===== config.mk =====
export PLATFORM = sky130hd
export DESIGN_NAME = mips_cpu_lsu
export DESIGN_NICKNAME = d
export VERILOG_FILES = /design/src/rtl/mips_cpu_pkg.sv /design/src/rtl/mips_cpu_lsu_align.sv /design/src/rtl/mips_cpu_lsu.sv
export SDC_FILE = /design/constraint.sdc
export NUM_CORES = 1
export LEC_CHECK = 0
export CAP_MARGIN = 20
export CORE_AREA = 2 2 133 135
export DETAILED_ROUTE_END_ITERATION = 6
export DIE_AREA = 0 0 135 137
export PLACE_DENSITY = 0.78
export SLEW_MARGIN = 20
export SYNTH_ARGS = -nofsm -noshare
export SYNTH_HDL_FRONTEND = slang
export SYNTH_HIERARCHICAL = 1
export SYNTH_SLANG_ARGS = --single-unit

===== constraint.sdc =====
create_clock -name clk -period 1.8 [get_ports clk]
set_input_delay 0.18 -clock clk [delete_from_list [all_inputs] [get_ports clk]]
set_output_delay 0.18 -clock clk [all_outputs]
set_load 0.01 [all_outputs]

===== src/rtl/mips_cpu_pkg.sv =====
// Shared definitions for the MIPS core: load/store opcodes and LSU FSM states.
package mips_cpu_pkg;

  localparam logic [5:0] OP_LB  = 6'd32;
  localparam logic [5:0] OP_LH  = 6'd33;
  localparam logic [5:0] OP_LWL = 6'd34;
  localparam logic [5:0] OP_LW  = 6'd35;
  localparam logic [5:0] OP_LBU = 6'd36;
  localparam logic [5:0] OP_LHU = 6'd37;
  localparam logic [5:0] OP_LWR = 6'd38;
  localparam logic [5:0] OP_SB  = 6'd40;
  localparam logic [5:0] OP_SH  = 6'd41;
  localparam logic [5:0] OP_SW  = 6'd43;

  typedef enum logic [1:0] {
    IDLE = 2'd0,
    BUS  = 2'd1,
    DONE = 2'd2
  } lsu_state_t;

endpackage


===== src/rtl/mips_cpu_lsu_align.sv =====
// Load result formatting: picks the addressed byte/half, extends it, or merges
// the fetched word with the old rt value for the unaligned LWL/LWR pair.
module mips_cpu_lsu_align
  import mips_cpu_pkg::*;
(
  input  logic [5:0]  opcode,
  input  logic [1:0]  n,
  input  logic [31:0] w,
  input  logic [31:0] rt,
  output logic [31:0] load_data
);

  logic [4:0]  shr_s;
  logic [4:0]  shl_s;
  logic [7:0]  byte_s;
  logic [15:0] half_s;

  // Extraction and merge per load opcode; 3-n equals ~n on two bits.
  always_comb begin
    shr_s  = {n, 3'b000};
    shl_s  = {~n, 3'b000};
    byte_s = 8'(w >> shr_s);
    half_s = 16'(w >> shr_s);
    case (opcode)
      OP_LB:   load_data = {{24{byte_s[7]}}, byte_s};
      OP_LBU:  load_data = {24'h000000, byte_s};
      OP_LH:   load_data = {{16{half_s[15]}}, half_s};
      OP_LHU:  load_data = {16'h0000, half_s};
      OP_LW:   load_data = w;
      OP_LWL:  load_data = (w << shl_s) | (rt & ~(32'hFFFF_FFFF << shl_s));
      OP_LWR:  load_data = (w >> shr_s) | (rt & ~(32'hFFFF_FFFF >> shr_s));
      default: load_data = w;
    endcase
  end

endmodule


===== src/rtl/mips_cpu_lsu.sv =====
// Load/store unit: one Avalon-MM word transaction per access, stalling the
// core until it completes; loads return formatted data through the aligner.
module mips_cpu_lsu
  import mips_cpu_pkg::*;
(
  input  logic        clk,
  input  logic        reset_n,
  input  logic        mem_read,
  input  logic        mem_write,
  input  logic [5:0]  opcode,
  input  logic [31:0] addr,
  input  logic [31:0] rt_data,
  output logic        stall,
  output logic [31:0] load_data,
  output logic        load_valid,
  output logic        addr_error,
  output logic [31:0] avm_address,
  output logic        avm_read,
  output logic        avm_write,
  output logic [31:0] avm_writedata,
  output logic [3:0]  avm_byteenable,
  input  logic [31:0] avm_readdata,
  input  logic        avm_waitrequest
);

  lsu_state_t  state_r;
  lsu_state_t  state_nxt_s;
  logic        req_s;
  logic        illegal_s;
  logic        stall_s;
  logic [3:0]  be_s;
  logic [31:0] wd_s;
  logic [31:0] align_s;

  logic [5:0]  opcode_r;
  logic [1:0]  n_r;
  logic [31:0] rt_r;
  logic        avm_read_r;
  logic        avm_write_r;
  logic [31:0] avm_address_r;
  logic [31:0] avm_writedata_r;
  logic [3:0]  avm_byteenable_r;
  logic [31:0] load_data_r;
  logic        load_valid_r;
  logic        addr_error_r;

  // Request legality: strobe/opcode agreement and natural alignment.
  always_comb begin
    req_s     = mem_read | mem_write;
    illegal_s = 1'b0;
    if (mem_read && mem_write) begin
      illegal_s = 1'b1;
    end else if (mem_read) begin
      case (opcode)
        OP_LB, OP_LBU, OP_LWL, OP_LWR: illegal_s = 1'b0;
        OP_LH, OP_LHU:                 illegal_s = addr[0];
        OP_LW:                         illegal_s = (addr[1:0] != 2'b00);
        default:                       illegal_s = 1'b1;
      endcase
    end else if (mem_write) begin
      case (opcode)
        OP_SB:   illegal_s = 1'b0;
        OP_SH:   illegal_s = addr[0];
        OP_SW:   illegal_s = (addr[1:0] != 2'b00);
        default: illegal_s = 1'b1;
      endcase
    end else begin
      illegal_s = 1'b0;
    end
  end

  // Store lane steering: replicate the datum so every candidate lane carries it.
  always_comb begin
    be_s = 4'b1111;
    wd_s = 32'h0000_0000;
    if (mem_write) begin
      case (opcode)
        OP_SB: begin
          be_s = 4'b0001 << addr[1:0];
          wd_s = {4{rt_data[7:0]}};
        end
        OP_SH: begin
          be_s = 4'b0011 << addr[1:0];
          wd_s = {2{rt_data[15:0]}};
        end
        OP_SW: begin
          be_s = 4'b1111;
          wd_s = rt_data;
        end
        default: begin
          be_s = 4'b1111;
          wd_s = rt_data;
        end
      endcase
    end else begin
      be_s = 4'b1111;
      wd_s = 32'h0000_0000;
    end
  end

  // Next-state and stall; illegal requests skip the bus entirely.
  always_comb begin
    state_nxt_s = state_r;
    stall_s     = 1'b0;
    case (state_r)
      IDLE: begin
        stall_s = req_s;
        if (req_s && illegal_s) begin
          state_nxt_s = DONE;
        end else if (req_s) begin
          state_nxt_s = BUS;
        end else begin
          state_nxt_s = IDLE;
        end
      end
      BUS: begin
        stall_s = 1'b1;
        if (avm_waitrequest) begin
          state_nxt_s = BUS;
        end else begin
          state_nxt_s = DONE;
        end
      end
      DONE:    state_nxt_s = IDLE;
      default: state_nxt_s = IDLE;
    endcase
  end

  // FSM state register.
  always_ff @(posedge clk) begin
    if (!reset_n) begin
      state_r <= IDLE;
    end else begin
      state_r <= state_nxt_s;
    end
  end

  // Request latching, bus output registers and load result capture.
  always_ff @(posedge clk) begin
    if (!reset_n) begin
      opcode_r         <= 6'd0;
      n_r              <= 2'd0;
      rt_r             <= 32'h0000_0000;
      avm_read_r       <= 1'b0;
      avm_write_r      <= 1'b0;
      avm_address_r    <= 32'h0000_0000;
      avm_writedata_r  <= 32'h0000_0000;
      avm_byteenable_r <= 4'b0000;
      load_data_r      <= 32'h0000_0000;
      load_valid_r     <= 1'b0;
      addr_error_r     <= 1'b0;
    end else begin
      load_valid_r <= 1'b0;
      addr_error_r <= 1'b0;
      case (state_r)
        IDLE: begin
          if (req_s) begin
            opcode_r <= opcode;
            n_r      <= addr[1:0];
            rt_r     <= rt_data;
            if (illegal_s) begin
              addr_error_r <= 1'b1;
            end else begin
              avm_read_r       <= mem_read;
              avm_write_r      <= mem_write;
              avm_address_r    <= {addr[31:2], 2'b00};
              avm_writedata_r  <= wd_s;
              avm_byteenable_r <= be_s;
            end
          end
        end
        BUS: begin
          if (!avm_waitrequest) begin
            avm_read_r  <= 1'b0;
            avm_write_r <= 1'b0;
            if (avm_read_r) begin
              load_data_r  <= align_s;
              load_valid_r <= 1'b1;
            end
          end
        end
        default: begin
        end
      endcase
    end
  end

  mips_cpu_lsu_align u_align (
    .opcode    (opcode_r),
    .n         (n_r),
    .w         (avm_readdata),
    .rt        (rt_r),
    .load_data (align_s)
  );

  assign stall          = stall_s;
  assign load_data      = load_data_r;
  assign load_valid     = load_valid_r;
  assign addr_error     = addr_error_r;
  assign avm_address    = avm_address_r;
  assign avm_read       = avm_read_r;
  assign avm_write      = avm_write_r;
  assign avm_writedata  = avm_writedata_r;
  assign avm_byteenable = avm_byteenable_r;

endmodule

# After elaboration in Yosys (flattened, before gate mapping)
# Index checks and enable logic that the tools add are counted.
[totals]
regBits = 144
wordCells = 87
inputBits = 107
[classes]
n_shift = 6
bitwise = 12
n_mux = 24
n_eq_ne = 20
reduce_logical = 13
[ops]
columns = ["op", "count"]
rows = [
  ["$pmux 32 s6", 1],
  ["$eq 6x6->1 const B", 16],
  ["$and 32x32->32", 2],
  ["$not 32->32", 2],
  ["$or 32x32->32", 2],
  ["$pmux 32 s2", 1],
  ["$mux 32", 1],
  ["$shl 32x5->32", 1],
  ["$shl 32x5->32 const A", 1],
  ["$shr 32x5->32", 1],
  ["$shr 32x5->32 const A", 1],
  ["$mux 1", 11],
  ["$reduce_and 3->1", 3],
  ["$pmux 4 s2", 1],
  ["$ne 2x2->1 const B", 3],
  ["$pmux 1 s2", 3],
  ["$pmux 1 s3", 2],
  ["$mux 2", 2],
  ["$mux 4", 1],
  ["$not 1->1", 4],
  ["$pmux 2 s2", 1],
  ["$reduce_and 4->1", 1],
  ["$reduce_bool 2->1", 2],
  ["$reduce_or 4->1", 1],
  ["10 further kinds", 11],
]

# Longest topological paths before layout
[depth]
ltp_word = 8
depth_mapped = 10
ltp_nobuf = 6

# Modules after synthesis
# Netlist, hierarchy kept.
[modules_own_cells]
columns = ["module", "seq_area_each_um2", "cells_per_inst", "area_per_inst_um2", "instances"]
rows = [
  ["mips_cpu_lsu", 2882.8, 648, 5634.2, 1],
  ["mips_cpu_lsu_align", 0.0, 259, 1769.2, 1],
]

# Least setup slack after synthesis
# Ideal clock, no wire load.
[synth_path]
path_type = "register -> register"
from = "register opcode_r[3]"
to = "register load_data_r[6] (netlist: load_data[6])"
t_arrival_ps = 1853
slack_ps = -175
stages_incl_launch_ff = 9
path_cell_list = "dfxtp_1 or3b_1 buf_6 a2111oi_4 buf_6 nor3b_1 a221o_1 nand2_1 a21boi_0"
[synth_between]
elab_chain_len = 2
elab_cells_between_ends = 7
classes_between = "eq/ne: 6; mux: 1"
[synth_lines]
columns = ["element", "line_no", "source"]
rows = [
  ["start, declared", "mips_cpu_lsu.sv:35", "logic [5:0] opcode_r;"],
  ["start signal, assigned", "mips_cpu_lsu.sv:158", "opcode_r <= opcode;"],
  ["$eq 6x6->1", "mips_cpu_lsu_align.sv:24", "case (opcode)"],
  ["$pmux 32 s6 (*)", "mips_cpu_lsu_align.sv:24", ""],
  ["named net align_s[6]", "mips_cpu_lsu.sv:33", "logic [31:0] align_s;"],
  ["end signal, assigned", "mips_cpu_lsu.sv:177", "load_data_r <= align_s;"],
  ["end, declared", "mips_cpu_lsu.sv:43", "logic [31:0] load_data_r;"],
]
# The timed path passes the listed nets; every way through them passes the cells marked *.
# A chain may end at the register's enable or synchronous reset.

# Worst setup path after layout
[layout_path]
from = "register opcode_r[3]"
to = "register load_data_r[23] (netlist: load_data[23])"
# Same word-level chain as after synthesis.

==> summary.md <==
| Metric | Value |
|---|---|
| Post-place setup slack | -252 ps |
| Status | finished, violations left |
| Min-delay src | reset_n |
| Root Buffer Master | clkbuf_16 |
| Die ar. | 0.0185 mm² |
| Core area | 0.0171 mm² |
| Fill cell count | 1422 |
| Die X | 135 µm |
| Sequential area share after synthesis | 38.9% |
| Crit. End Element | flop |
| WL per Instance | 17.8 µm |
| Ant. Diodes | 0 |
| CTS HTree Levels | 4 |
| Reg2reg start | opcode_r[3] |
| F_max | between 500 and 600 MHz |
| Hold Path Depth | 3 |
| Max incr delay on CP | 450 ps |
| Vias per cell | 5.59 |
| Critical path arrival | 2180 ps |
| Warnings from Yosys | 6 |
| Cell taking the most area after synthesis | dfxtp_1 |
| CP Launch Type | flop |
| Hold Fails Final Rpt | 0 |
| Synth Area in Compound Gates | 22.3% |
| Setup-failing EPs final | 16 |
| Hold WC Path Type | in2reg |
| Fraction of registers with async set/reset | 0% |
| Crit Path Class | reg2reg |
| Residual DRC | 0 |
| RSZ-0062 raised after global routing | true |
| Top delay family on crit path | simple AND/OR/NAND/NOR gates |
| ANT nets after route | 0 |
| Nets@finish | 1268 |
| Failing checks | setup timing |
| Maximum VDD drop | 0.691 mV |
| Slew Viols, Final | 0 |
| Hold Path End | avm_writedata[2] |
| CTS tree | done |
| Fin cells | between 1000 and 1500 |
| EDFF count, synth | 0 |
| Number of buffers and inverters on the critical path | 2 |
| Leak | 4.28 nW |
| Reg2Reg Depth | 8 |
| Cell Area, Placed | 0.0104 mm² |
| Worst R2R End | load_data[23] |
| Critical path's slowest cell | or3b_4 |
| Design area | between 0.01 and 0.015 mm² |
| Syn Area/Cell | 8.16 µm² |
| Flop2flop setup slack | -80 ps |
| CTS sink count | between 100 and 150 |
| Port bufs | 209 |
| Main combinational cell family by area after synthesis | simple AND/OR/NAND/NOR gates |
| CTS Hold Buffers Added | 0 |
| DR pass1 iterations | 5 |
| Die Y-Extent | 137 µm |
| Post-synthesis mux area share | 9.23% |
| Placed cells | 1360 |
| Vias in the first global route | 7402 |
| Share of cells above drive strength 1 | 17.3% |
| #FFs+latches synth | 144 |
| Worst hold slack | 130 ps |
| Max FO, Critical Path | 8 |
| Fin crit share | 104% |
| Initial antenna violation count | 0 |
| Gr ovfl total | 0 |
| Post-Synthesis Cells | about 910 |
| PwrDens | 772 mW/mm² |
| Post-DP HPWL | 18.1 mm |
| Post-Synth Simple-Gate Area | 23.8% |
| Largest net degree at the start of global routing | 72 |
| GRT Total Usage | 26.4% |
| Iteration-0 DRC Markers | 583 |
| Clock Skews | ~9.2 ps |
| Adder-Cell Fraction of Synth Area | 0% |
| # rows | 48 |
| Clk Latency, worst-skew pair | 420 ps |
| CTS Buf Count | 17 |
| Most frequent cell after synthesis | nand2_1 |
| Ys flop type | dfxtp_1 |
| Placer congestion estimate | 0.920 |
| Initial Util | 43.4% |
| Reg clk slew, reported paths | 60 ps |
| Top post-synthesis cells by area | dfxtp_1 39%, nand2_1 10%, mux2i_1 7.7% |
| Share of the synthesized area in the top cell type | 38.9% |
| Total number of vias | a little under 8000 |
| Critical-path cell list | or3b_4 -> buf_4 -> a21o_1 -> buf_6 -> a32oi_2 -> nand3_2 -> nand2_1 -> a21boi_0 |
| Max-Cap Viols | 0 |
| Final worst path period need | ~1900 ps |
| Synth cell types | 49 |
| Final WS setup | -78.9 ps |
| First-pass GRT wire length | roughly 38 mm |
| CP required | ~2100 ps |
| Commonest cells post-synth | 203 x nand2_1, 144 x dfxtp_1, 90 x nand3_1 |
| Synthesized area | roughly 0.0074 mm² |
| Max clock buf depth | 2 |
| Synth-to-Final Area Change | 50.6% |
| Power Total | between 8 and 9 mW |
| I/O pin total | 212 |
| Xor/xnor cell area share of the yosys netlist | 0% |
| Routed WL | about 25 mm |
[logic make-up (layout without fill, tap and decap cells)]
logic type             count (synthesis)  in the layout
and+or+nand+nor                      387            387
muxes                                 67             67
AOI/OAI and AO/OA                    220            220
other                                  1              2
buffers and inverters                 88            354
DFF                                  144            144
[cell usage in the layout (no fill, tap or decap), types with 8 or more instances in the layout]
| cell type | count |
|---|---|
| clkdlybuf4s50_1 | 206 |
| nand2_1 | 203 |
| dfxtp_1 | 140 |
| nand3_1 | 89 |
| buf_4 | 87 |
| mux2i_1 | 52 |
| a21boi_0 | 51 |
| nor2_1 | 27 |
| a21boi_1 | 21 |
| o21ai_0 | 20 |
| or2_2 | 17 |
| clkbuf_16 | 17 |
| a22o_1 | 16 |
| o2bb2ai_1 | 15 |
| buf_12 | 15 |
| a22oi_1 | 14 |
| a31oi_1 | 12 |
| a21oi_1 | 12 |
| nor2b_1 | 10 |
| mux2_2 | 10 |
| a32oi_1 | 9 |
| a211o_1 | 8 |
| a221o_1 | 8 |
[where the power goes]
part           switching (mW)  total (mW)  internal, mW
sequential              0.115        3.43          3.31
combinational           0.841        1.70         0.860
clock                    1.48        3.48          2.00
[how the worst max path moves through the flow]
stage	start	end	slack, ps	cells past startpoint
5_1_grt	opcode_r[3]	load_data[23]	-140	8
6_report	opcode_r[3]	load_data[23]	-80	8
2_1_floorplan	opcode_r[4]	load_data[6]	-120	8
4_1_cts	opcode_r[4]	load_data[27]	-50	8
3_5_place_dp	opcode[2]	avm_writedata[17]	-250	8
3_3_place_gp	opcode[2]	avm_writedata[18]	-240	8
[final cells by class]
type | instances | area (µm²) | share of cell area [%]
flip-flops and latches | 144 | 2890 | 25.9
repair buffers | 318 | 3120 | 27.9
inverters | 4 | 15.0 | 0.135
well taps | 225 | 282 | 2.52
clock buffers | 19 | 453 | 4.06
multi-input cells | 676 | 4270 | 38.3
clock inverters | 13 | 129 | 1.16
[per-layer routing]
layer / up-vias / track usage (%) / share of wire [%]
li1: 3723 / - / -
met1: 3662 / 35.1 / 43
met2: 387 / 41.3 / 45
met3: 52 / 6.00 / 8.6
met4: 0 / 11.2 / 2.9
met5: - / 0 / 0
[registers in the layout (all words and copies together), names as in the netlist, 2 cells and up]
| register | count |
|---|---|
| avm_writedata | 32 |
| load_data | 32 |
| rt_r | 32 |
| avm_address | 30 |
| opcode_r | 6 |
| avm_byteenable | 4 |
| n_r | 2 |
| state_r | 2 |
[worst min-delay path: cells and delay by family]
kind	cells	cell delay, ps
compound gates	1	60
buf+inv	1	170
simple gates	1	90
[metrics by stage]
step	setup TNS [ps]	util, %
finish	-506	65.4
global route	-2710	65.4
CTS	-555	64.9
detailed placement	-16660	60.9
global placement	-14480	60.9
floorplan	-562	-
[timing repair]
action | in CTS | in global routing
pin swaps | 2 | 6
endpoints found under the setup margin | 33 | 42
buffers inserted | 4 | 1
hold endpoints to repair | 0 | 0
gates cloned | 1 | 1
resized for setup | 22 | 27
(Power assumes the default switching activity.)
